### config.mk
export PLATFORM = sky130hd
export DESIGN_NAME = key_event_queue
export DESIGN_NICKNAME = d
export VERILOG_FILES = /design/src/rtl/key_event_queue_pkg.sv /design/src/rtl/key_event_fifo.sv /design/src/rtl/key_event_queue.sv
export SDC_FILE = /design/constraint.sdc
export NUM_CORES = 1
export LEC_CHECK = 0
export BUFFER_PORTS_ARGS = -buffer_cell sky130_fd_sc_hd__buf_2
export CAP_MARGIN = 20
export CORE_MARGIN = 5
export CORE_UTILIZATION = 60
export CTS_CLUSTER_DIAMETER = 60
export CTS_CLUSTER_SIZE = 24
export DETAILED_ROUTE_END_ITERATION = 8
export PLACE_DENSITY = 0.87
export SLEW_MARGIN = 20
export SYNTH_ARGS = -nofsm -noshare
export SYNTH_HDL_FRONTEND = slang
export SYNTH_HIERARCHICAL = 1
export SYNTH_SLANG_ARGS = --single-unit
### constraint.sdc
create_clock -name clk -period 2.5 [get_ports clk]
set_input_delay 0.5 -clock clk [delete_from_list [all_inputs] [get_ports clk]]
set_output_delay 0.5 -clock clk [all_outputs]
set_load 0.01 [all_outputs]
### src/rtl/key_event_queue_pkg.sv
// Shared definitions for the key event queue: scan codes, event encodings and
// the scan-code classifier used by the press detector.
package key_event_queue_pkg;

   localparam int unsigned NumClasses = 22;
   localparam int unsigned EventW     = 7;

   typedef enum logic [1:0] {
      EvDigit  = 2'd0,
      EvSpace  = 2'd1,
      EvBksp   = 2'd2,
      EvUnused = 2'd3
   } ev_type_e;

   localparam logic [7:0] ScSpace = 8'h29;
   localparam logic [7:0] ScBksp  = 8'h66;

   // Index i of each table is the digit value i.
   localparam logic [7:0] ScTopRow [10] = '{
      8'h45, 8'h16, 8'h1E, 8'h26, 8'h25, 8'h2E, 8'h36, 8'h3D, 8'h3E, 8'h46
   };
   localparam logic [7:0] ScKeypad [10] = '{
      8'h70, 8'h69, 8'h72, 8'h7A, 8'h6B, 8'h73, 8'h74, 8'h6C, 8'h75, 8'h7D
   };

   localparam logic [4:0] ClsSpace = 5'd20;
   localparam logic [4:0] ClsBksp  = 5'd21;

   typedef struct packed {
      logic [1:0] ev_type;
      logic [3:0] digit;
      logic       keypad;
   } key_event_t;

   typedef struct packed {
      logic       valid;
      logic [4:0] idx;
      key_event_t ev;
   } key_class_t;

   // Top-row digits take classes 0..9, keypad digits 10..19.
   function automatic key_class_t classify(input logic [8:0] code);
      key_class_t c;
      c = '0;
      if (!code[8]) begin
         for (int i = 0; i < 10; i++) begin
            if (code[7:0] == ScTopRow[i]) begin
               c.valid      = 1'b1;
               c.idx        = 5'(i);
               c.ev.ev_type = EvDigit;
               c.ev.digit   = 4'(i);
               c.ev.keypad  = 1'b0;
            end
            if (code[7:0] == ScKeypad[i]) begin
               c.valid      = 1'b1;
               c.idx        = 5'(i + 10);
               c.ev.ev_type = EvDigit;
               c.ev.digit   = 4'(i);
               c.ev.keypad  = 1'b1;
            end
         end
         if (code[7:0] == ScSpace) begin
            c.valid      = 1'b1;
            c.idx        = ClsSpace;
            c.ev.ev_type = EvSpace;
         end
         if (code[7:0] == ScBksp) begin
            c.valid      = 1'b1;
            c.idx        = ClsBksp;
            c.ev.ev_type = EvBksp;
         end
      end
      return c;
   endfunction

endpackage

### src/rtl/key_event_fifo.sv
// Generic synchronous FIFO with extra-MSB pointers, synchronous clear and no
// write-to-read bypass.
module key_event_fifo #(
   parameter int unsigned DEPTH = 4,
   parameter int unsigned WIDTH = 7
) (
   input  logic             clk,
   input  logic             rst_n,
   input  logic             clear,
   input  logic             push,
   input  logic [WIDTH-1:0] wdata,
   input  logic             pop,
   output logic [WIDTH-1:0] rdata,
   output logic             full,
   output logic             empty
);

   localparam int unsigned AW = $clog2(DEPTH);
   localparam logic [AW:0] PtrOne = (AW + 1)'(1);

   logic [AW:0]      wptr_q, wptr_d;
   logic [AW:0]      rptr_q, rptr_d;
   logic [WIDTH-1:0] mem_q [DEPTH];
   logic             do_push;
   logic             do_pop;

   assign empty = (wptr_q == rptr_q);
   assign full  = (wptr_q[AW] != rptr_q[AW]) && (wptr_q[AW-1:0] == rptr_q[AW-1:0]);

   // A push into a full FIFO is only accepted when the head leaves on the same edge.
   assign do_pop  = pop & ~empty;
   assign do_push = push & (~full | do_pop);

   always_comb begin
      wptr_d = wptr_q;
      rptr_d = rptr_q;
      if (clear) begin
         wptr_d = '0;
         rptr_d = '0;
      end else begin
         if (do_push) wptr_d = wptr_q + PtrOne;
         if (do_pop)  rptr_d = rptr_q + PtrOne;
      end
   end

   always_ff @(posedge clk or negedge rst_n) begin
      if (!rst_n) begin
         wptr_q <= '0;
         rptr_q <= '0;
      end else begin
         wptr_q <= wptr_d;
         rptr_q <= rptr_d;
      end
   end

   always_ff @(posedge clk) begin
      if (do_push && !clear) mem_q[wptr_q[AW-1:0]] <= wdata;
   end

   assign rdata = mem_q[rptr_q[AW-1:0]];

endmodule

### src/rtl/key_event_queue.sv
// Turns raw PS/2 decoder strobes into one typed event per key press and queues
// them for the consumer FSM behind a valid/ready handshake.
module key_event_queue
   import key_event_queue_pkg::*;
#(
   parameter int unsigned DEPTH = 4,
   parameter int unsigned CNT_W = 8
) (
   input  logic             clk,
   input  logic             rst_n,
   input  logic             key_valid,
   input  logic [8:0]       last_change,
   input  logic             key_pressed,
   input  logic             flush,
   output logic             ev_valid,
   input  logic             ev_ready,
   output logic [1:0]       ev_type,
   output logic [3:0]       ev_digit,
   output logic             ev_keypad,
   output logic             overflow,
   output logic [CNT_W-1:0] drop_cnt
);

   localparam logic [CNT_W-1:0] CntOne = CNT_W'(1);

   key_class_t            cls;
   logic [NumClasses-1:0] held_q, held_d;
   logic                  capture;
   logic                  pipe_valid_q, pipe_valid_d;
   key_event_t            pipe_ev_q, pipe_ev_d;
   logic                  overflow_q, overflow_d;
   logic [CNT_W-1:0]      drop_cnt_q, drop_cnt_d;
   logic                  fifo_push;
   logic                  fifo_pop;
   logic                  fifo_full;
   logic                  fifo_empty;
   logic                  drop;
   key_event_t            head;

   assign cls = classify(last_change);

   // A make only counts as a press when the key was not already held down.
   assign capture = key_valid & key_pressed & cls.valid & ~held_q[cls.idx];

   // Flush leaves the held table alone so physically held keys cannot re-fire.
   always_comb begin
      held_d = held_q;
      if (key_valid && cls.valid) held_d[cls.idx] = key_pressed;
   end

   always_comb begin
      pipe_valid_d = capture & ~flush;
      pipe_ev_d    = capture ? cls.ev : pipe_ev_q;
   end

   assign fifo_push = pipe_valid_q & ~flush;
   assign fifo_pop  = ~fifo_empty & ev_ready;
   assign drop      = fifo_push & fifo_full & ~ev_ready;

   always_comb begin
      overflow_d = flush ? 1'b0 : (overflow_q | drop);
      drop_cnt_d = drop_cnt_q;
      if (drop && (drop_cnt_q != {CNT_W{1'b1}})) drop_cnt_d = drop_cnt_q + CntOne;
   end

   always_ff @(posedge clk or negedge rst_n) begin
      if (!rst_n) begin
         held_q       <= '0;
         pipe_valid_q <= 1'b0;
         pipe_ev_q    <= '0;
         overflow_q   <= 1'b0;
         drop_cnt_q   <= '0;
      end else begin
         held_q       <= held_d;
         pipe_valid_q <= pipe_valid_d;
         pipe_ev_q    <= pipe_ev_d;
         overflow_q   <= overflow_d;
         drop_cnt_q   <= drop_cnt_d;
      end
   end

   key_event_fifo #(
      .DEPTH (DEPTH),
      .WIDTH (EventW)
   ) u_fifo (
      .clk   (clk),
      .rst_n (rst_n),
      .clear (flush),
      .push  (fifo_push),
      .wdata (pipe_ev_q),
      .pop   (fifo_pop),
      .rdata (head),
      .full  (fifo_full),
      .empty (fifo_empty)
   );

   // Payload is forced to zero when empty so stale storage never shows up.
   always_comb begin
      ev_valid  = ~fifo_empty;
      ev_type   = ev_valid ? head.ev_type : 2'd0;
      ev_digit  = ev_valid ? head.digit   : 4'd0;
      ev_keypad = ev_valid ? head.keypad  : 1'b0;
   end

   assign overflow = overflow_q;
   assign drop_cnt = drop_cnt_q;

endmodule

Word-level counts from Yosys, hierarchy flattened

Memories as Yosys holds them, arrays and structs flattened.
Cells that the tools add are included.

Bitwise operators: 17
Muxes and demuxes: 38
Magnitude comparators: 2
Reductions and logical operators: 8
Add/sub/neg operators: 3
Equal/unequal tests: 26

Operators with widths:

| cell                  | count |
|---|---|
| $mux W13              | 21 |
| $eq A8 B7 Y1 const B  | 13 |
| $eq A8 B6 Y1 const B  | 7 |
| $bwmux W22            | 1 |
| $eq A8 B5 Y1 const B  | 2 |
| $mux W8               | 2 |
| $mux W3               | 4 |
| $and A1 B1 Y1         | 10 |
| $add A8 B1 Y8 const B | 1 |
| $ne A8 B8 Y1 const B  | 1 |
| $add A3 B1 Y3 const B | 2 |
| $lt A5 B6 Y1 const B  | 1 |
| $mux W1               | 6 |
| $bmux W1 S5           | 1 |
| $demux W1 S5          | 1 |
| $ge A5 B1 Y1 const B  | 1 |
| $logic_and A1 B1 Y1   | 5 |
| $not A1 Y1            | 5 |
| $mux W4               | 1 |
| $reduce_bool A2 Y1    | 2 |
| $eq A3 B3 Y1          | 1 |
| $eq A2 B2 Y1          | 1 |
| $mux W2               | 1 |
| $or A1 B1 Y1          | 2 |
| 2 further kinds       | 2 |

Memory bits (writable): 28
Output and inout bits: 17
Flip-flop bits (word level): 45
Memories kept: 1
Input port bits: 15
Word-level logic and storage cells: 104

Memories:

| name         | words | bits a word | rd ports | clocked after Yosys merged registers in | write ports | RTL line             | text |
|---|---|---|---|---|---|---|---|
| u_fifo.mem_q | 4     | 7           | 1        | 0                                       | 1           | key_event_fifo.sv:23 | `logic [WIDTH-1:0] mem_q [DEPTH];` |

Logic depth before layout (Yosys ltp)

Gate-level depths: netlist of run 1.

Depth after elaboration: 29
Gate-level depth with buffers: 11
Mapped depth without buffers: 9

By module

The synthesis of run 1 kept the hierarchy.

By module, submodules not included:

| module          | area each (µm²) | cells each | instances | sequential area each (µm²) |
|---|---|---|---|---|
| key_event_queue | 2817.7          | 285        | 1         | 975.9 |
| key_event_fifo  | 1580.3          | 92         | 1         | 991.0 |

Least setup slack after synthesis of run 1

No wires, ideal clock.

Path type: input-to-reg
Start point: input last_change[2]
End point: register pipe_ev_q[0] (netlist bit)
Buffers on the path: 1
Path slack: -663 ps
Arrival time: 3038 ps
Data required time: 2375 ps
Stages: 9
Cells stage by stage: buf_2 -> and4bb_2 -> and4_1 -> nor3_1 -> and3_1 -> mux4_2 -> a2111oi_4 -> nand3_4 -> mux2_4

Cells in the longest elaborated chain, start to end: 27
Elaborated cells between the ends (all ways): 50

RTL lines:

| element                       | RTL line                  | text |
|---|---|---|
| start, declared               | key_event_queue.sv:12     | `input logic [8:0] last_change,` |
| $eq A8 B7 Y1                  | key_event_queue_pkg.sv:54 | `if (code[7:0] == ScKeypad[i]) begin` |
| $mux W13                      | key_event_queue_pkg.sv:54 |  |
| $mux W13                      | key_event_queue_pkg.sv:47 | `if (code[7:0] == ScTopRow[i]) begin` |
| $mux W13                      | key_event_queue_pkg.sv:54 |  |
| $mux W13                      | key_event_queue_pkg.sv:47 |  |
| $mux W13                      | key_event_queue_pkg.sv:54 |  |
| $mux W13                      | key_event_queue_pkg.sv:47 |  |
| $mux W13                      | key_event_queue_pkg.sv:54 |  |
| (+11 left out)                | --                        |  |
| $mux W13                      | key_event_queue_pkg.sv:54 |  |
| $mux W8                       | key_event_queue_pkg.sv:62 | `if (code[7:0] == ScSpace) begin` |
| $mux W8                       | key_event_queue_pkg.sv:67 | `if (code[7:0] == ScBksp) begin` |
| $mux W13 (*)                  | key_event_queue_pkg.sv:45 | `if (!code[8]) begin` |
| $bmux W1 S5                   | key_event_queue.sv:43     | `assign capture = key_valid & key_pressed & cls.valid & ~held_q[cls.idx];` |
| $mux W1 (implied by the code) | key_event_queue.sv:43     |  |
| $not A1 Y1                    | key_event_queue.sv:43     |  |
| $and A1 B1 Y1                 | key_event_queue.sv:43     |  |
| end signal, assigned          | key_event_queue.sv:76     | `pipe_ev_q <= pipe_ev_d;` |
| end, declared                 | key_event_queue.sv:30     | `key_event_t pipe_ev_q, pipe_ev_d;` |

Mark *: on every way between the ends. The rest lies on a longest branch, timed or not. The select of a mux whose other input is x is not followed.
A chain may end at the register's enable or synchronous reset.

Final worst setup path of run 1

Start point: input last_change[6]
End point: register pipe_ev_q[0] (netlist bit)

The elaborated chain is that of the path after synthesis.

==> results of run 1 <==
==> power groups by stage <==
stage	Combinational [mW]	Sequential (mW)	Clock (mW)
final	0.609	1.29	0.999
after global routing	0.644	1.29	1.05
after CTS	0.561	1.29	0.973
after detailed placement	0.514	1.32	0
after global placement	0.495	1.31	0
after floorplan	0.345	1.30	0
==> how the worst min path moves through the flow <==
stage	from	endpoint	slack, ps	depth (start not counted)
floorplan	rst_n	drop_cnt[0]	200	0
global placement	rst_n	pipe_ev_q[5]	440	1
CTS	rst_n	u_fifo/rptr_q[2]	50	1
global route	rst_n	u_fifo/wptr_q[2]	50	1
detailed placement	rst_n	pipe_ev_q[0]	440	1
finish	rst_n	u_fifo/wptr_q[2]	40	1
==> cells by family after synthesis <==
logic type	count (synthesis)	share of synthesized area, %
AO/OA/AOI/OAI	48	8.88
XOR/XNOR	16	4.21
adder cells (fa/ha/maj)	6	1.71
buffers and inverters	26	3.07
flip-flops	73	44.7
multiplexers	54	16.3
AND/OR/NAND/NOR	154	21.1
==> Yosys cell counts, types with 3 or more instances <==
master,number
buf_4,3
a31oi_2,3
and3_1,4
nor2b_1,21
mux2_2,26
nor4b_1,4
buf_2,6
nand3_1,8
nor3_1,10
o21ai_0,7
nand3b_1,6
edfxtp_1,28
clkbuf_1,7
nand2_1,17
dfrtp_1,45
nor4_1,3
and2_1,5
mux4_2,8
xor2_1,5
nand4_1,5
mux2i_1,10
or4b_1,3
ha_1,6
nand2b_1,15
a31oi_1,5
a21o_1,3
a211oi_1,4
xnor2_1,8
mux2_4,8
nor2_1,30
inv_1,6
a21oi_1,8
==> what timing repair did <==
action                     in CTS  in global routing
gates resized for setup        49                 34
hold buffers                    0                  0
setup buffers                  14                  8
cloned                          0                  0
setup endpoints to repair      30                 30
pin swaps                      19                 12
==> stage by stage <==
| stage | TNS (ps) | cells | hold slack (ps) | setup slack (ps) | area, um^2 |
|---|---|---|---|---|---|
| 2_1_floorplan | -9600 | 377 | 204 | -565 | 4490 |
| 3_3_place_gp | -16770 | 563 | 440 | -791 | 5220 |
| 3_5_place_dp | -18280 | 563 | 437 | -802 | 5220 |
| 4_1_cts | -2270 | 592 | 52.3 | -240 | 5770 |
| 5_1_grt | -7510 | 600 | 49.0 | -478 | 5980 |
| 6_report | -5150 | 600 | 38.5 | -418 | 5980 |
==> per-layer routing <==
| metal | vias to the layer above | GRT usage (%) | wire, um |
|---|---|---|---|
| met1 | 1835 | 33.6 | 5110 |
| met3 | 59 | 5.13 | 1090 |
| met5 | - | 0 | 13 |
| li1 | 1634 | - | - |
| met2 | 235 | 46.1 | 6960 |
| met4 | 2 | 10.4 | 481 |
==> cell type report <==
cell class                      instances  area, um^2
Clock inverter                          5        41.3
Fill cell                             317        1190
Inverter                                6        22.5
Tap cell                               99         124
Sequential cell                        73        1970
Multi-Input combinational cell        278        2630
Clock buffer                           11         174
Timing Repair Buffer                  128        1030
==> worst max-delay path: stages <==
cell       delay [ps]
buf_12            120
buf_6             130
nor2_4            110
or4b_4            490
and3_4            190
a31oi_4           180
mux4_2            380
a2111oi_4         420
nand3_4           260
mux2_4            360
==> flip-flops by register name (all words and copies together) (netlist names) <==
register / flops
u_fifo/mem_q: 28
held_q: 22
drop_cnt: 8
pipe_ev_q: 7
u_fifo/rptr_q: 3
u_fifo/wptr_q: 3
overflow: 1
pipe_valid_q: 1
==> impl_metrics.env, run 1 <==
export IMPL_cts_buffers=9
export IMPL_failed_checks="setup timing"
export IMPL_yosys_warnings=6
export IMPL_cp_max_fo=11
export IMPL_grt_max_degree=24
export IMPL_die_area_um2=9140
export IMPL_p_leak_nw=2.55
export IMPL_grt_setup_unrepaired="true"
export IMPL_clk_latency_ps=370
export IMPL_p_switching_mw=0.870
export IMPL_grt_pass1_vias=3692
export IMPL_n_antenna_cell=0
export IMPL_r2r_end="u_fifo/mem_q[2][5]"
export IMPL_syn_nets=398
export IMPL_cts_sinks=73
export IMPL_vias=3765
export IMPL_finalCritPeriodShare_pct=117
export IMPL_synth_area_top_cells="dfrtp_1 (26%), edfxtp_1 (19%), mux2_2 (6.7%)"
export IMPL_max_freq_ghz=0.343
export IMPL_die_h_um=95.6
export IMPL_rows=31
export IMPL_fin_skew_ps=20.0
export IMPL_viasPerCell=6.28
export IMPL_crit_path_end_kind="flip-flop"
export IMPL_reg2reg_slack_ps=140
export IMPL_internal_power_mw=2.03
export IMPL_ctsHtreeMaxLevel=3
export IMPL_slew_viol_final=0
export IMPL_finalNetCount=517
export IMPL_fin_ws_ps=-418
export IMPL_yosys_area_top_type_share_pct=25.6
export IMPL_ir_worst_vdd_v=0.000309
export IMPL_power_frac_clock_pct=34.4
export IMPL_worstSetupStartpoint="last_change[6]"
export IMPL_total_power_mw=2.90
export IMPL_final_cell_mix="buf_4 (86), dfrtp_1 (45), edfxtp_1 (28), mux2_2 (25), buf_2 (23)"
export IMPL_hold_violations=0
export IMPL_cellPowerDensity_nw_per_um2=485
export IMPL_fin_crit_ps=2920
export IMPL_grt_overflow=0
export IMPL_antenna_found_initial=1
export IMPL_syn_area_um2=4400
export IMPL_netlist_instances=377
export IMPL_required_ps=2740
export IMPL_final_common_cell="buf_4"
export IMPL_crit_path_end="pipe_ev_q[0]"
export IMPL_fp_coreArea_um2=7180
export IMPL_start_util_pct=61.3
export IMPL_r2r_cells=7
export IMPL_dr_pass1_iters=5
export IMPL_synth_largest_area_cell="dfrtp_1"
export IMPL_cap_violations=0
export IMPL_swShare_pct=30.0
export IMPL_clock_path_buffers=2
export IMPL_ys_flop_type="dfrtp_1"
export IMPL_min_path_type="in2async"
export IMPL_grt_pass1_wl_um=18800
export IMPL_wl_per_cell_um=22.8
export IMPL_ios=32
export IMPL_tritoncts="built"
export IMPL_yosysSeqAreaShare_pct=44.7
export IMPL_rr_startpoint="u_fifo/wptr_q[0]"
export IMPL_synthToLayoutAreaGrowth_pct=36.0
export IMPL_seq_power_share_pct=44.6
export IMPL_ys_async_sr_fraction_pct=61.6
export IMPL_die_w_um=95.6
export IMPL_synth_edf_count=28
export IMPL_ant_nets=0
export IMPL_arrival_ps=3160
export IMPL_dp_hpwl_um=7520
export IMPL_startpoint_type="primary input"
export IMPL_fin_util_pct=83.4
export IMPL_dr_first_iter_drc_count=392
export IMPL_status="finished with violations"
export IMPL_worstSetupPathType="in2reg"
export IMPL_maxSlewHeadroom_pct=67.9
export IMPL_synth_cell_types=68
export IMPL_place_congestion=0.909
export IMPL_final_layout_size_suffix_gt1_share_pct=50.1
export IMPL_wirelength_um=13700
export IMPL_ctsRootBufferMaster="clkbuf_8"
export IMPL_grt_usage_pct=26.9
export IMPL_drc_errors=0
export IMPL_comb_power_share_pct=21.0
export IMPL_worst_slew_pin_slew_ps=478
export IMPL_syn_area_per_cell_um2=11.7
export IMPL_ys_ff_latch=73
export IMPL_finalSetupViolations=26
export IMPL_clkTransAtPathRegs_ps=100
export IMPL_port_buffer_count=31
Note: power is estimated with default switching activity, not from simulation.
==> run 2: changes to the inputs <==
--- a/config.mk
+++ b/config.mk
@@ -8,11 +8,11 @@
 export BUFFER_PORTS_ARGS = -buffer_cell sky130_fd_sc_hd__buf_2
 export CAP_MARGIN = 20
 export CORE_MARGIN = 5
-export CORE_UTILIZATION = 60
+export CORE_UTILIZATION = 37
 export CTS_CLUSTER_DIAMETER = 60
 export CTS_CLUSTER_SIZE = 24
 export DETAILED_ROUTE_END_ITERATION = 8
-export PLACE_DENSITY = 0.87
+export PLACE_DENSITY = 0.61
 export SLEW_MARGIN = 20
 export SYNTH_ARGS = -nofsm -noshare
 export SYNTH_HDL_FRONTEND = slang
==> run 2 against run 1 <==
The flow still finishes with violations (setup timing). Highest routed layer is now met4. First-iteration DRC count fell by 55%. Maximum frequency grew 4.0%. Hold slack better by 62 ps. Core utilization fell by 28 points. Combinational power fell by 2%. Cell area rose by 5.8%. Final cell count grew 8.7%. Critical endpoint is now pipe_ev_q[3]. Via count is 8.3% lower. Register-to-register slack improved by 220 ps. Critical path depth rose by 1. Largest cell class unchanged. Critical path type unchanged.
==> impl_metrics.env, run 2 (synthesized netlist as in run 1, its figures left out) <==
export IMPL_fin_crit_ps=2810
export IMPL_min_path_type="in2async"
export IMPL_maxSlewHeadroom_pct=69.6
export IMPL_arrival_ps=3030
export IMPL_required_ps=2720
export IMPL_clkTransAtPathRegs_ps=60
export IMPL_final_common_cell="buf_4"
export IMPL_finalNetCount=525
export IMPL_ios=32
export IMPL_ctsHtreeMaxLevel=3
export IMPL_final_area_um2=6330
export IMPL_finalCritPeriodShare_pct=112
export IMPL_startpoint_type="primary input"
export IMPL_worst_slew_pin_slew_ps=452
export IMPL_ant_nets=0
export IMPL_die_area_um2=14200
export IMPL_hold_violations=0
export IMPL_swShare_pct=26.1
export IMPL_seq_power_share_pct=41.1
export IMPL_rr_startpoint="u_fifo/wptr_q[0]"
export IMPL_rows=39
export IMPL_die_w_um=119
export IMPL_fin_skew_ps=6.08
export IMPL_largest_reg_flops=28
export IMPL_dp_hpwl_um=7550
export IMPL_grt_overflow=0
export IMPL_max_stage_delay_ps=520
export IMPL_path_cells="buf_12, nand2b_4, or4b_1, and3_4, a31oi_4, buf_12, mux2i_1, mux2_4, a211o_1, nand3_4, mux2_4"
export IMPL_cts_sinks=73
export IMPL_max_freq_ghz=0.356
export IMPL_comb_power_share_pct=19.0
export IMPL_n_antenna_cell=0
export IMPL_p_switching_mw=0.821
export IMPL_vias=3454
export IMPL_clock_path_buffers=2
export IMPL_viasPerCell=5.30
export IMPL_power_frac_clock_pct=39.9
export IMPL_cap_violations=0
export IMPL_dr_first_iter_drc_count=176
export IMPL_placed_area_um2=5370
export IMPL_ctsRootBufferMaster="clkbuf_16"
export IMPL_status="finished with violations"
export IMPL_reg2reg_slack_ps=360
export IMPL_fin_ws_ps=-307
export IMPL_start_util_pct=38.2
export IMPL_postCtsHoldBufs=0
export IMPL_n_fill_cell=954
export IMPL_cellPowerDensity_nw_per_um2=497
export IMPL_clk_latency_ps=330
export IMPL_tns_ps=-4830
export IMPL_worstSetupPathType="in2reg"
export IMPL_grt_usage_pct=15.7
export IMPL_wirelength_um=11000
export IMPL_internal_power_mw=2.32
export IMPL_slew_viol_final=0
export IMPL_p_leak_nw=2.70
export IMPL_failed_checks="setup timing"
export IMPL_antenna_found_initial=0
export IMPL_grt_max_degree=23
export IMPL_total_power_mw=3.15
export IMPL_drc_errors=0
export IMPL_final_layout_size_suffix_gt1_share_pct=52.3
export IMPL_synthToLayoutAreaGrowth_pct=43.9
export IMPL_cp_max_fo=8
export IMPL_final_cell_mix="buf_4 (97), dfrtp_1 (45), edfxtp_1 (28), mux2_4 (25), buf_2 (23)"
export IMPL_r2r_end="u_fifo/mem_q[2][2]"
export IMPL_finalSetupViolations=30
export IMPL_dr_pass1_iters=4
export IMPL_die_h_um=119
export IMPL_place_congestion=0.883
export IMPL_grt_setup_unrepaired="true"
export IMPL_r2r_cells=7
export IMPL_cts_buffers=9
export IMPL_crit_path_top_delay_cell="or4b_1"
export IMPL_grt_pass1_vias=3602
export IMPL_ir_worst_vdd_v=0.000311
export IMPL_wl_per_cell_um=16.8
export IMPL_crit_path_end_kind="flip-flop"
export IMPL_tritoncts="built"
export IMPL_grt_pass1_wl_um=17900
export IMPL_port_buffer_count=31
export IMPL_fp_coreArea_um2=11500
==> run 2: final cells by class <==
cell class | instances | area [um^2] | share of cell area (%)
clock buffer | 9 | 225 | 3.56
clock inverter | 7 | 71.3 | 1.13
inverter | 6 | 22.5 | 0.356
multi-input combinational | 278 | 2780 | 44.0
sequential | 73 | 1970 | 31.1
tap | 143 | 179 | 2.83
timing repair buffer | 136 | 1080 | 17.1
==> run 2: routing by layer <==
metal,track usage (%),wire length [um]
met1,19.2,4730
met2,27.0,5680
met3,3.27,377
met4,6.08,197
met5,0,0
==> run 2: how the worst max path moves through the flow <==
stage | start | end | slack, ps | cells past startpoint
4_1_cts | last_change[1] | pipe_ev_q[3] | -270 | 9
3_5_place_dp | last_change[2] | pipe_ev_q[3] | -790 | 9
5_1_grt | last_change[5] | pipe_ev_q[0] | -360 | 9
2_1_floorplan | last_change[0] | pipe_ev_q[0] | -560 | 10
3_3_place_gp | last_change[0] | pipe_ev_q[1] | -780 | 9
6_report | last_change[1] | pipe_ev_q[3] | -310 | 11
==> run 2: per-stage QoR <==
step           utilization [%]  hold WS [ps]  std cells  setup slack (ps)
2_1_floorplan                -           204        377              -565
3_3_place_gp              46.7           454        619              -781
3_5_place_dp              46.7           467        619              -789
4_1_cts                   53.4           109        647              -266
5_1_grt                   55.0           139        652              -361
6_report                  55.0           101        652              -307
==> run 2: critical path: cells and delay by family <==
kind                   cells  cell delay (ps)
buffers and inverters      2              260
muxes                      3              670
AOI/OAI and AO/OA          2              540
and+or+nand+nor            4             1040
==> run 2: power by group through the flow <==
stage	sequential, mW	clock [mW]	combinational [mW]
6_report	1.29	1.25	0.599
5_1_grt	1.30	1.34	0.654
4_1_cts	1.29	1.29	0.590
3_5_place_dp	1.32	0	0.541
3_3_place_gp	1.31	0	0.531
2_1_floorplan	1.30	0	0.345
==> run 2: repair_timing <==
action	4_1_cts	5_1_grt
resized for setup	90	27
hold endpoints to repair	0	0
setup buffers	12	5
setup endpoints to repair	30	30
pin swaps	19	13
gates cloned	0	1
==> run 3: changes to the inputs <==
--- a/config.mk
+++ b/config.mk
@@ -7,12 +7,15 @@
 export LEC_CHECK = 0
 export BUFFER_PORTS_ARGS = -buffer_cell sky130_fd_sc_hd__buf_2
 export CAP_MARGIN = 20
+export CELL_PAD_IN_SITES_DETAIL_PLACEMENT = 0
+export CELL_PAD_IN_SITES_GLOBAL_PLACEMENT = 1
 export CORE_MARGIN = 5
 export CORE_UTILIZATION = 37
 export CTS_CLUSTER_DIAMETER = 60
 export CTS_CLUSTER_SIZE = 24
 export DETAILED_ROUTE_END_ITERATION = 8
-export PLACE_DENSITY = 0.61
+export PLACE_DENSITY = 0.71
+export RECOVER_POWER = 25
 export SLEW_MARGIN = 20
 export SYNTH_ARGS = -nofsm -noshare
 export SYNTH_HDL_FRONTEND = slang
==> run 3 against run 2 <==
Register-to-register slack improved by 20 ps. Largest cell class unchanged. The flow still finishes with violations (setup timing). Worst setup slack improved by 11 ps. Clock power is essentially flat.
==> impl_metrics.env, run 3 (synthesized netlist as in run 1, its figures left out) <==
export IMPL_worst_slew_pin_slew_ps=1120
export IMPL_met3_usage_pct=3.60
export IMPL_grt_setup_unrepaired="true"
export IMPL_worstSetupStartpoint="last_change[1]"
export IMPL_fin_util_pct=52.8
export IMPL_fin_skew_ps=3.89
export IMPL_comb_power_share_pct=18.7
export IMPL_final_layout_size_suffix_gt1_share_pct=50.1
export IMPL_fin_crit_ps=2800
export IMPL_dr_pass1_iters=4
export IMPL_critPathTopFamily="simple AND/OR/NAND/NOR gates"
export IMPL_die_w_um=119
export IMPL_critPathBufInv=2
export IMPL_use_met1_pct=20.3
export IMPL_ctsRootBufferMaster="clkbuf_16"
export IMPL_die_h_um=119
export IMPL_finalCritPeriodShare_pct=112
export IMPL_cp_max_fo=8
export IMPL_hold_violations=0
export IMPL_n_fill_cell=1002
export IMPL_clkTransAtPathRegs_ps=50
export IMPL_p_leak_nw=2.62
export IMPL_seq_power_share_pct=41.7
export IMPL_rows=39
export IMPL_arrival_ps=3010
export IMPL_grt_overflow=0
export IMPL_status="finished with violations"
export IMPL_finalSetupViolations=26
export IMPL_dr_first_iter_drc_count=170
export IMPL_tns_ps=-4950
export IMPL_rr_startpoint="u_fifo/wptr_q[1]"
export IMPL_required_ps=2710
export IMPL_cap_violations=0
export IMPL_crit_path_end_kind="flip-flop"
export IMPL_grt_pass1_vias=3478
export IMPL_fin_ws_ps=-296
export IMPL_slew_viol_final=0
export IMPL_clock_path_buffers=2
export IMPL_p_switching_mw=0.799
export IMPL_gr_usage_met2_pct=25.2
export IMPL_grt_pass1_wl_um=17700
export IMPL_synthToLayoutAreaGrowth_pct=38.3
export IMPL_n_antenna_cell=0
export IMPL_start_util_pct=38.2
export IMPL_viasPerCell=5.17
export IMPL_grt_max_degree=46
export IMPL_swShare_pct=25.7
export IMPL_largest_reg_flops=28
export IMPL_ant_nets=0
export IMPL_cellPowerDensity_nw_per_um2=510
export IMPL_max_stage_delay_ps=510
export IMPL_vias=3331
export IMPL_cts_buffers=9
export IMPL_final_cell_mix="buf_4 (87), dfrtp_1 (45), edfxtp_1 (28), buf_2 (23), mux2_2 (22)"
export IMPL_power_frac_clock_pct=39.7
export IMPL_clk_latency_ps=330
export IMPL_ctsHtreeMaxLevel=3
export IMPL_final_common_cell="buf_4"
export IMPL_internal_power_mw=2.31
export IMPL_place_congestion=0.876
export IMPL_finalNetCount=518
export IMPL_maxSlewHeadroom_pct=25.3
export IMPL_failed_checks="setup timing"
export IMPL_grt_busiest_layer="met2"
export IMPL_port_buffer_count=31
export IMPL_wl_per_cell_um=16.3
export IMPL_dp_hpwl_um=7520
export IMPL_crit_path_top_delay_cell="or4b_1"
export IMPL_ios=32
export IMPL_max_freq_ghz=0.358
export IMPL_total_power_mw=3.10
export IMPL_wirelength_um=10500
export IMPL_worstSetupPathType="in2reg"
export IMPL_fp_coreArea_um2=11500
export IMPL_grt_usage_pct=15.3
export IMPL_die_area_um2=14200
export IMPL_timing_hold_ws_ps=466
export IMPL_crit_top_cell="mux2_4"
export IMPL_cts_sinks=73
export IMPL_startpoint_type="primary input"
export IMPL_min_path_type="in2async"
export IMPL_antenna_found_initial=0
export IMPL_tritoncts="built"
export IMPL_path_cells="buf_8, nand2b_4, or4b_1, and3_4, a31oi_4, buf_12, mux2i_1, mux2_4, a211o_1, nand3_4, mux2_4"
export IMPL_drc_errors=0
export IMPL_ir_worst_vdd_v=0.000285
run 3: timing repair:
| item | 4_1_cts | 5_1_grt |
|---|---|---|
| hold endpoints to repair | 0 | 0 |
| hold buffers | 0 | 0 |
| gates resized for setup | 60 | 20 |
| endpoints found under the setup margin | 30 | 30 |
| setup buffers | 17 | 3 |
| pin swaps | 16 | 10 |
run 3: worst reg2reg max path: stages, from the launching register on:
cell	delay, ps
dfrtp_1	470
xnor2_4	200
nand2_1	110
nor2_1	70
nor2b_1	160
inv_1	70
a41oi_1	270
and2_1	420
run 3: layout make-up:
type / count / area, um^2 / share of cell area (%)
clock buffers: 9 / 225 / 3.70
repair buffers: 129 / 1010 / 16.6
clock inverters: 6 / 60.1 / 0.987
inverters: 6 / 22.5 / 0.370
multi-input cells: 278 / 2620 / 43.1
flip-flops and latches: 73 / 1970 / 32.3
well taps: 143 / 179 / 2.94
run 3: final timing paths:
check / endpoint / slack, ps / cells past startpoint
worst max-delay path: pipe_ev_q[4] / -300 / 11
worst min-delay path: pipe_ev_q[3] / 470 / 2
worst max register to register: u_fifo/mem_q[0][3] / 380 / 7
worst min register to register: drop_cnt[7] / 500 / 1
max in group asynchronous: held_q[4] / 1340 / 2
min in group clk: drop_cnt[7] / 500 / 1
run 3: power groups by stage:
stage                     clock network, mW  registers (mW)  logic [mW]
final                                  1.23            1.29       0.579
after global routing                   1.31            1.30       0.633
after CTS                              1.26            1.29       0.580
after detailed placement                  0            1.32       0.532
after global placement                    0            1.31       0.527
after floorplan                           0            1.30       0.345
run 3: layer usage:
| layer | wire length (um) | part of all wire, % |
|---|---|---|
| met1 | 4800 | 46 |
| met2 | 5210 | 50 |
| met3 | 364 | 3.5 |
| met4 | 147 | 1.4 |
| met5 | 0 | 0 |
run 3: per-stage QoR:
step | cell area (um^2) | worst slack [ps] | instances
floorplan | 4490 | -565 | 377
global placement | 5310 | -723 | 609
detailed placement | 5310 | -776 | 609
CTS | 5990 | -323 | 641
global route | 6080 | -403 | 644
finish | 6080 | -296 | 644
